## config.mk

```make
export PLATFORM = sky130hd
export DESIGN_NAME = bcd_cascade_display
export DESIGN_NICKNAME = d
export VERILOG_FILES = /design/src/rtl/bcd_cascade_display.sv
export SDC_FILE = /design/constraint.sdc
export NUM_CORES = 1
export LEC_CHECK = 0
export BUFFER_PORTS_ARGS = -buffer_cell sky130_fd_sc_hd__buf_2
export CAP_MARGIN = 20
export CELL_PAD_IN_SITES_DETAIL_PLACEMENT = 1
export CELL_PAD_IN_SITES_GLOBAL_PLACEMENT = 1
export CORE_ASPECT_RATIO = 0.8
export CORE_MARGIN = 8
export CORE_UTILIZATION = 42
export DETAILED_ROUTE_END_ITERATION = 8
export HOLD_SLACK_MARGIN = 0.08
export PLACE_DENSITY_LB_ADDON = 0.1
export SLEW_MARGIN = 25
export SYNTH_ARGS = -nofsm -noshare
export SYNTH_HDL_FRONTEND = slang
export SYNTH_SLANG_ARGS = --single-unit
```

## constraint.sdc

```tcl
create_clock -name clk -period 2.81 [get_ports clk]
set_clock_uncertainty 0.1 [all_clocks]
set_input_delay 0.281 -clock clk [delete_from_list [all_inputs] [get_ports clk]]
set_output_delay 0.281 -clock clk [all_outputs]
set_load 0.005 [all_outputs]
```

## src/rtl/bcd_cascade_display.sv

```systemverilog
// bcd_cascade_display: extends an upstream units counter with tens and hundreds
// BCD digits, flags out-of-range units samples, and time-multiplexes all three
// digits onto a single 7-segment driver.

// One cascaded BCD digit: counts 0..9 on inc and reports its own wrap so the
// next digit up can chain off it.
module bcd_cascade_digit (
  input  logic       clk,
  input  logic       rst,
  input  logic       clr,
  input  logic       inc,
  output logic [3:0] q,
  output logic       wrap
);

  // Wrap is combinational so the whole chain steps on the same edge.
  assign wrap = inc && (q == 4'd9);

  // Digit register; clear wins over a simultaneous increment.
  always_ff @(posedge clk or posedge rst) begin
    if (rst)       q <= 4'd0;
    else if (clr)  q <= 4'd0;
    else if (wrap) q <= 4'd0;
    else if (inc)  q <= q + 4'd1;
  end

endmodule

module bcd_cascade_display #(
  parameter int SCAN_DIV = 4
) (
  input  logic       clk,
  input  logic       rst,
  input  logic [3:0] count_in,
  input  logic       clr,
  output logic [3:0] tens,
  output logic [3:0] hundreds,
  output logic       carry_out,
  output logic       err,
  output logic [2:0] an,
  output logic [6:0] seg
);

  localparam int         NUM_DIGITS = 2;
  localparam logic [7:0] DIV_LAST   = 8'(SCAN_DIV - 1);

  logic [3:0]                  units_q;
  logic [NUM_DIGITS:0]         inc;
  logic [NUM_DIGITS-1:0][3:0]  digit;
  logic [7:0]                  div_q;
  logic [1:0]                  idx_q;
  logic [3:0]                  sel_digit;

  // A 9 -> 0 step of the units counter is the only thing that advances tens;
  // an invalid units value can never be 9 or 0, so it never forms a rollover.
  assign inc[0] = (units_q == 4'd9) && (count_in == 4'd0);

  genvar gi;
  generate
    for (gi = 0; gi < NUM_DIGITS; gi++) begin : g_digit
      bcd_cascade_digit u_digit (
        .clk  (clk),
        .rst  (rst),
        .clr  (clr),
        .inc  (inc[gi]),
        .q    (digit[gi]),
        .wrap (inc[gi+1])
      );
    end
  endgenerate

  assign tens     = digit[0];
  assign hundreds = digit[1];

  // Units mirror of the upstream counter, one cycle behind count_in.
  always_ff @(posedge clk or posedge rst) begin
    if (rst) units_q <= 4'd0;
    else     units_q <= count_in;
  end

  // 999 -> 000 pulse; rollovers are at least two cycles apart so it never stretches.
  always_ff @(posedge clk or posedge rst) begin
    if (rst) carry_out <= 1'b0;
    else     carry_out <= inc[NUM_DIGITS] && !clr;
  end

  // Sticky out-of-range flag on the sampled units value.
  always_ff @(posedge clk or posedge rst) begin
    if (rst)                  err <= 1'b0;
    else if (clr)             err <= 1'b0;
    else if (count_in > 4'd9) err <= 1'b1;
  end

  // Scan dwell counter and digit index; deliberately untouched by clr.
  always_ff @(posedge clk or posedge rst) begin
    if (rst) begin
      div_q <= 8'd0;
      idx_q <= 2'd0;
    end else if (div_q == DIV_LAST) begin
      div_q <= 8'd0;
      idx_q <= (idx_q == 2'd2) ? 2'd0 : idx_q + 2'd1;
    end else begin
      div_q <= div_q + 8'd1;
    end
  end

  // Digit select and segment decode straight from registered state.
  always_comb begin
    an        = 3'b001;
    sel_digit = units_q;
    case (idx_q)
      2'd1:    begin an = 3'b010; sel_digit = tens;     end
      2'd2:    begin an = 3'b100; sel_digit = hundreds; end
      default: begin an = 3'b001; sel_digit = units_q;  end
    endcase
    case (sel_digit)
      4'd0:    seg = 7'h3F;
      4'd1:    seg = 7'h06;
      4'd2:    seg = 7'h5B;
      4'd3:    seg = 7'h4F;
      4'd4:    seg = 7'h66;
      4'd5:    seg = 7'h6D;
      4'd6:    seg = 7'h7D;
      4'd7:    seg = 7'h07;
      4'd8:    seg = 7'h7F;
      4'd9:    seg = 7'h6F;
      default: seg = 7'h00;
    endcase
  end

endmodule

```

# After elaboration in Yosys (flattened, before gate mapping)
# Memories as Yosys holds them, arrays and structs flattened.
# Cells that the tools add are included.
# word_totals
mem_bits_ro	112
register_bits	24
n_memories	1
output_inout_bits	20
# mem_list
memory	depth	word_bits	rd	rd_ports_with_merged_regs	wr	line	source
(no name shown)	16	7	1	0	0	116	case (sel_digit)
# op_classes
n_reduce_logical	9
n_eq_ne	6
add_sub_neg	4
muxes	12
n_lt_le_gt_ge	1
# op_table
op	n
two-way mux 4 bit	6
== test 4 bit (second input constant)	3
adder 4 x 1 -> 4 bit (second input constant)	2
adder 8 x 1 -> 8 bit (second input constant)	1
== test 8 x 2 -> 1 bit (second input constant)	1
two-way mux 8 bit	1
one-hot mux 4 bit (2 select lines)	1
one-hot mux 3 bit (2 select lines)	1
nonzero test 3 bit	2
greater-than comparator 4 bit (second input constant)	1
logical AND 1 bit	4
zero test 4 bit	1
adder 2 x 1 -> 2 bit (second input constant)	1
== test 2 x 1 -> 1 bit (second input constant)	1
== test 2 bit (second input constant)	1
two-way mux 1 bit	2
two-way mux 2 bit	1
nonzero test 2 bit	1
zero test 1 bit	1

# Longest topological paths before layout
# depth
ltp_word	6
ltp_mapped	9
depth_no_buf	9

# Hierarchy
# Synthesis repeated with hierarchy kept, for this count alone.
# unflattened
hier_cells	150
area_unflattened_um2	1472.7
# modules_own_cells
module	n_inst	seq_area_each_um2	cells_per_inst	area_per_inst_um2
bcd_cascade_display	1	400.4	96	982.2
bcd_cascade_digit	2	100.1	27	245.2

# Least setup slack after synthesis
# Ideal clock, no wire load.
# synth_path
kind	reg-to-output
start	reg idx_q[0]
end	out seg[1]
stages_incl_launch_ff	8
required_time_ns	2.429
path_slack_ns	0.306
arrival_ns	2.123
cell_sequence	dfrtp_1 > inv_1 > ha_1 > clkbuf_1 > mux2i_1 > inv_1 > ha_1 > o22ai_1
# synth_between
elab_chain_cells	3
elab_cells_between_ends	4
cone_classes	eq/ne (2); mux (1); memory (1)
# synth_lines
element	line	source
from (decl)	51	logic [1:0] idx_q;
from (signal assigned)	101	idx_q <= (idx_q == 2'd2) ? 2'd0 : idx_q + 2'd1;
== test 2 bit / == test 2 x 1 -> 1 bit (equally long branches)	111	case (idx_q)
one-hot mux 4 bit (2 select lines) (*)	111	
memory (16 x 7 bit) (*)	--	
to (decl)	41	output logic [6:0] seg
# Every way passes the cells marked *; elsewhere a longest branch is shown, timed or not.

# Worst setup path in the final report
# layout_path
start	reg idx_q[1]
end	out seg[0]
# Same word-level chain as after synthesis.

==> results.tsv <==
stage	metric	value	unit
global_route	vias in the first global route	1226	
worst_setup_path	Largest delay share family, worst path	buffers and inverters	
route	DR DRC count	0	
sta	Final Hold Fails	0	
sta	final setup violation count	0	
sta	worst rel slew slack	0.392	
route	met1 wire length	1.61	mm
synthesis	number of warnings issued by yosys	0	
pwr	PD cells	357	nW/um2
synthesis	main combinational cell family by area after synthesis	simple AND/OR/NAND/NOR gates	
route	Antenna Nets Post-Route	0	
cells_and_area	flip-flop and latch area	601	um2
worst_setup_path	Worst Path Required	2.43	ns
clocking	clk sinks	24	
cells_and_area	Non-Filler Instances	221	
global_route	initial antenna violation count	0	
worst_setup_path	worst r2r dst	idx_q[1]	
sta	RSZ-0062 raised after global routing	no	
synthesis	Post-Syn Instances	143	
worst_setup_path	Max stage delay cell, worst path	dfrtp_1	
pwr	cell leakage power	0.000837	uW
worst_setup_path	Reg2Reg Launch Point	div_q[5]	
synthesis	xor/xnor share of the synthesized area	0.0550	
sta	period utilization	0.934	
sta	Pins Over Slew Limit	0	
run	number of max-cap violations	0	
cells_and_area	# diodes	0	
clocking	root buf cell	clkbuf_8	
sta	Final Critical Period	2.62	ns
worst_setup_path	worst path arrival time	2.24	ns
synthesis	asr flop ratio synth	1.00	
worst_setup_path	crit path launch	idx_q[1]	
synthesis	post-synth net total	166	
place	DP HPWL	2.64	mm
run_status	outcome	completed	
route	vias per inst	5.21	
cells_and_area	Finished Core Util	0.524	
cells_and_area	fill count	401	
clocking	clk_lat worst skew	0.27	ns
synthesis	post-synthesis register bit count	24	
route	via count	1152	
clocking	Bufs on Longest Clock Path	2	
synthesis	post-synthesis compound-gate area fraction	0.119	
pwr	Peak supply drop	278	uV
clocking	htree depth	1	
global_route	largest net degree at the start of global routing	25	
synthesis	ranking of synthesized cells by area	dfrtp_1 (42%), ha_1 (14%), xnor2_1 (4.3%), mux2i_1 (3.5%), inv_1 (3.4%)	
die	I/O Pins	27	
route	routed wl met2	1.66	mm
synthesis	sequential area share after synthesis	0.419	
synthesis	Mapped Area	1430	um2
synthesis	EDFF count, synth	0	
worst_setup_path	crit start category	register	
synthesis	Yosys cell types	32	
synthesis	Mean Syn Cell Area	10.0	um2
synthesis	top post-synthesis cells by count	dfrtp_1 (24), ha_1 (16), inv_1 (13)	
route	DR pass1 iterations	4	
synthesis	top-count cell post-synth	dfrtp_1	
worst_setup_path	worst path cell trace	inv_1, ha_2, a22o_1, mux2i_1, buf_4, ha_1, inv_1, mux2i_2, o22ai_1, buf_2	
place	routability cong.	0.787	
hold_path	Hold Path Class	in2async	
route	wire length on met3	160	um
worst_setup_path	CP most frequent cell	inv_1	
sta	Setup TNS	0	ns
route	DRT iter0 DRCs	40	
die	initial core utilization	0.428	
cells_and_area	Nets	204	
synthesis	Top FF cell, synth	dfrtp_1	
clocking	Reg clk slew, reported paths	0.08	ns
worst_setup_path	Critical Path Fanout Max	7	
global_route	gr usage total	0.138	
global_route	gr ovfl total	0	
die	site row count	19	
worst_setup_path	R2R depth	3	
cells_and_area	area of the multi-input gates	791	um2
die	Die X-Extent	81.3	um
worst_setup_path	Critical Path End Type	primary output	
worst_setup_path	R2R Setup Slk	0.90	ns
synthesis	post-synthesis simple-gate area fraction	0.188	
place	cell count after placement	210	
route	drt total wl	3.47	mm
die	die area	5550	um2
clocking	CTS tree	built	
worst_setup_path	Buf+Inv Stages, Crit Path	4	
synthesis	post-synthesis mux area share	0.0349	
global_route	first-pass GRT wire length	5.96	mm
die	core footprint	3350	um2
cells_and_area	share of cells above drive strength 1	0.251	
sta	Max Clock Freq	381	MHz
sta	Least-Margin Pin Slew	0.911	ns
synthesis	Synth area leader	dfrtp_1	
place	Buffers on Ports	26	
worst_setup_path	worst setup path class	reg2out	
route	Top Metal Used	met4	
cells_and_area	area delta synth->final	22.5	%
synthesis	area fraction of the dominant cell type after synthesis	0.419	
route	DR WL/cell	15.7	um
clocking	TritonCTS buffer count	3	
worst_setup_path	Crit path largest cell delay	0.39	ns
synthesis	post-synthesis adder-cell area fraction	0.140	
die	die height	68.3	um
per-stage QoR:
step	area, um2	setup WS [ns]	total power (uW)	hold slack [ns]
after floorplan	1430	0.306	395	0.196
after detailed placement	1620	0.387	423	0.315
after global placement	1620	0.552	422	0.314
after CTS	1700	0.0813	633	0.0838
final	1760	0.187	628	0.0992
after global routing	1760	0.00508	666	0.170
cells by family (layout without fill, tap and decap cells):
group	Yosys count	in the layout
buffers and inverters	17	53
multiplexers	5	5
AO/OA/AOI/OAI	29	29
AND/OR/NAND/NOR	43	43
adder cells (fa/ha/maj)	16	16
flip-flops	24	24
XOR/XNOR	9	9
cell type report:
type | count | share of cell area
Multi-Input combinational cell | 102 | 0.450
Timing Repair Buffer | 37 | 0.127
Tap cell | 42 | 0.0299
Inverter | 13 | 0.0278
Sequential cell | 24 | 0.342
Clock buffer | 3 | 0.0235
how the worst max path moves through the flow:
stage | slack, ns | end | cells after the start
global placement | 0.55 | seg[0] | 9
CTS | 0.08 | seg[0] | 9
finish | 0.19 | seg[0] | 10
global route | 0.005 | seg[3] | 10
detailed placement | 0.39 | seg[0] | 9
floorplan | 0.31 | seg[1] | 7
where the power goes:
| group | switching, uW | internal [uW] | leakage [uW] |
|---|---|---|---|
| combinational | 39.6 | 31.4 | 0.000495 |
| sequential | 2.47 | 349 | 0.000321 |
| clock | 109 | 96.1 | 0.0000216 |
sequential cells by signal, summed over array words and instances (netlist names):
register / count
div_q: 8
g_digit.u_digit.q: 8
units_q: 4
idx_q: 2
carry_out: 1
err: 1
layout by cell type (no fill, tap or decap), types with 6 or more instances in the layout:
cell type and count:
dfrtp_1 24, o21ai_0 9, inv_1 13, nand3_1 9, buf_2 26, ha_1 13
buf_4 7, xnor2_1 7, a21oi_1 9, nand2_1 6
worst reg2reg max path, delay by kind of cell (launching register included):
family	cells	cell delay (ns)
AO/OA/AOI/OAI	1	0.16
flip-flops	1	0.42
AND/OR/NAND/NOR	2	1.10
layer usage:
layer	up-vias	track usage
li1	568	-
met1	555	0.176
met2	25	0.227
met3	4	0.0302
met4	0	0.0467
met5	-	0
what timing repair did:
action,4_1_cts,5_1_grt
hold buffers,3,1
endpoints found under the hold margin,3,1
setup buffers,0,4
resized for setup,0,5
setup endpoints to repair,0,6
(Power assumes the default switching activity.)
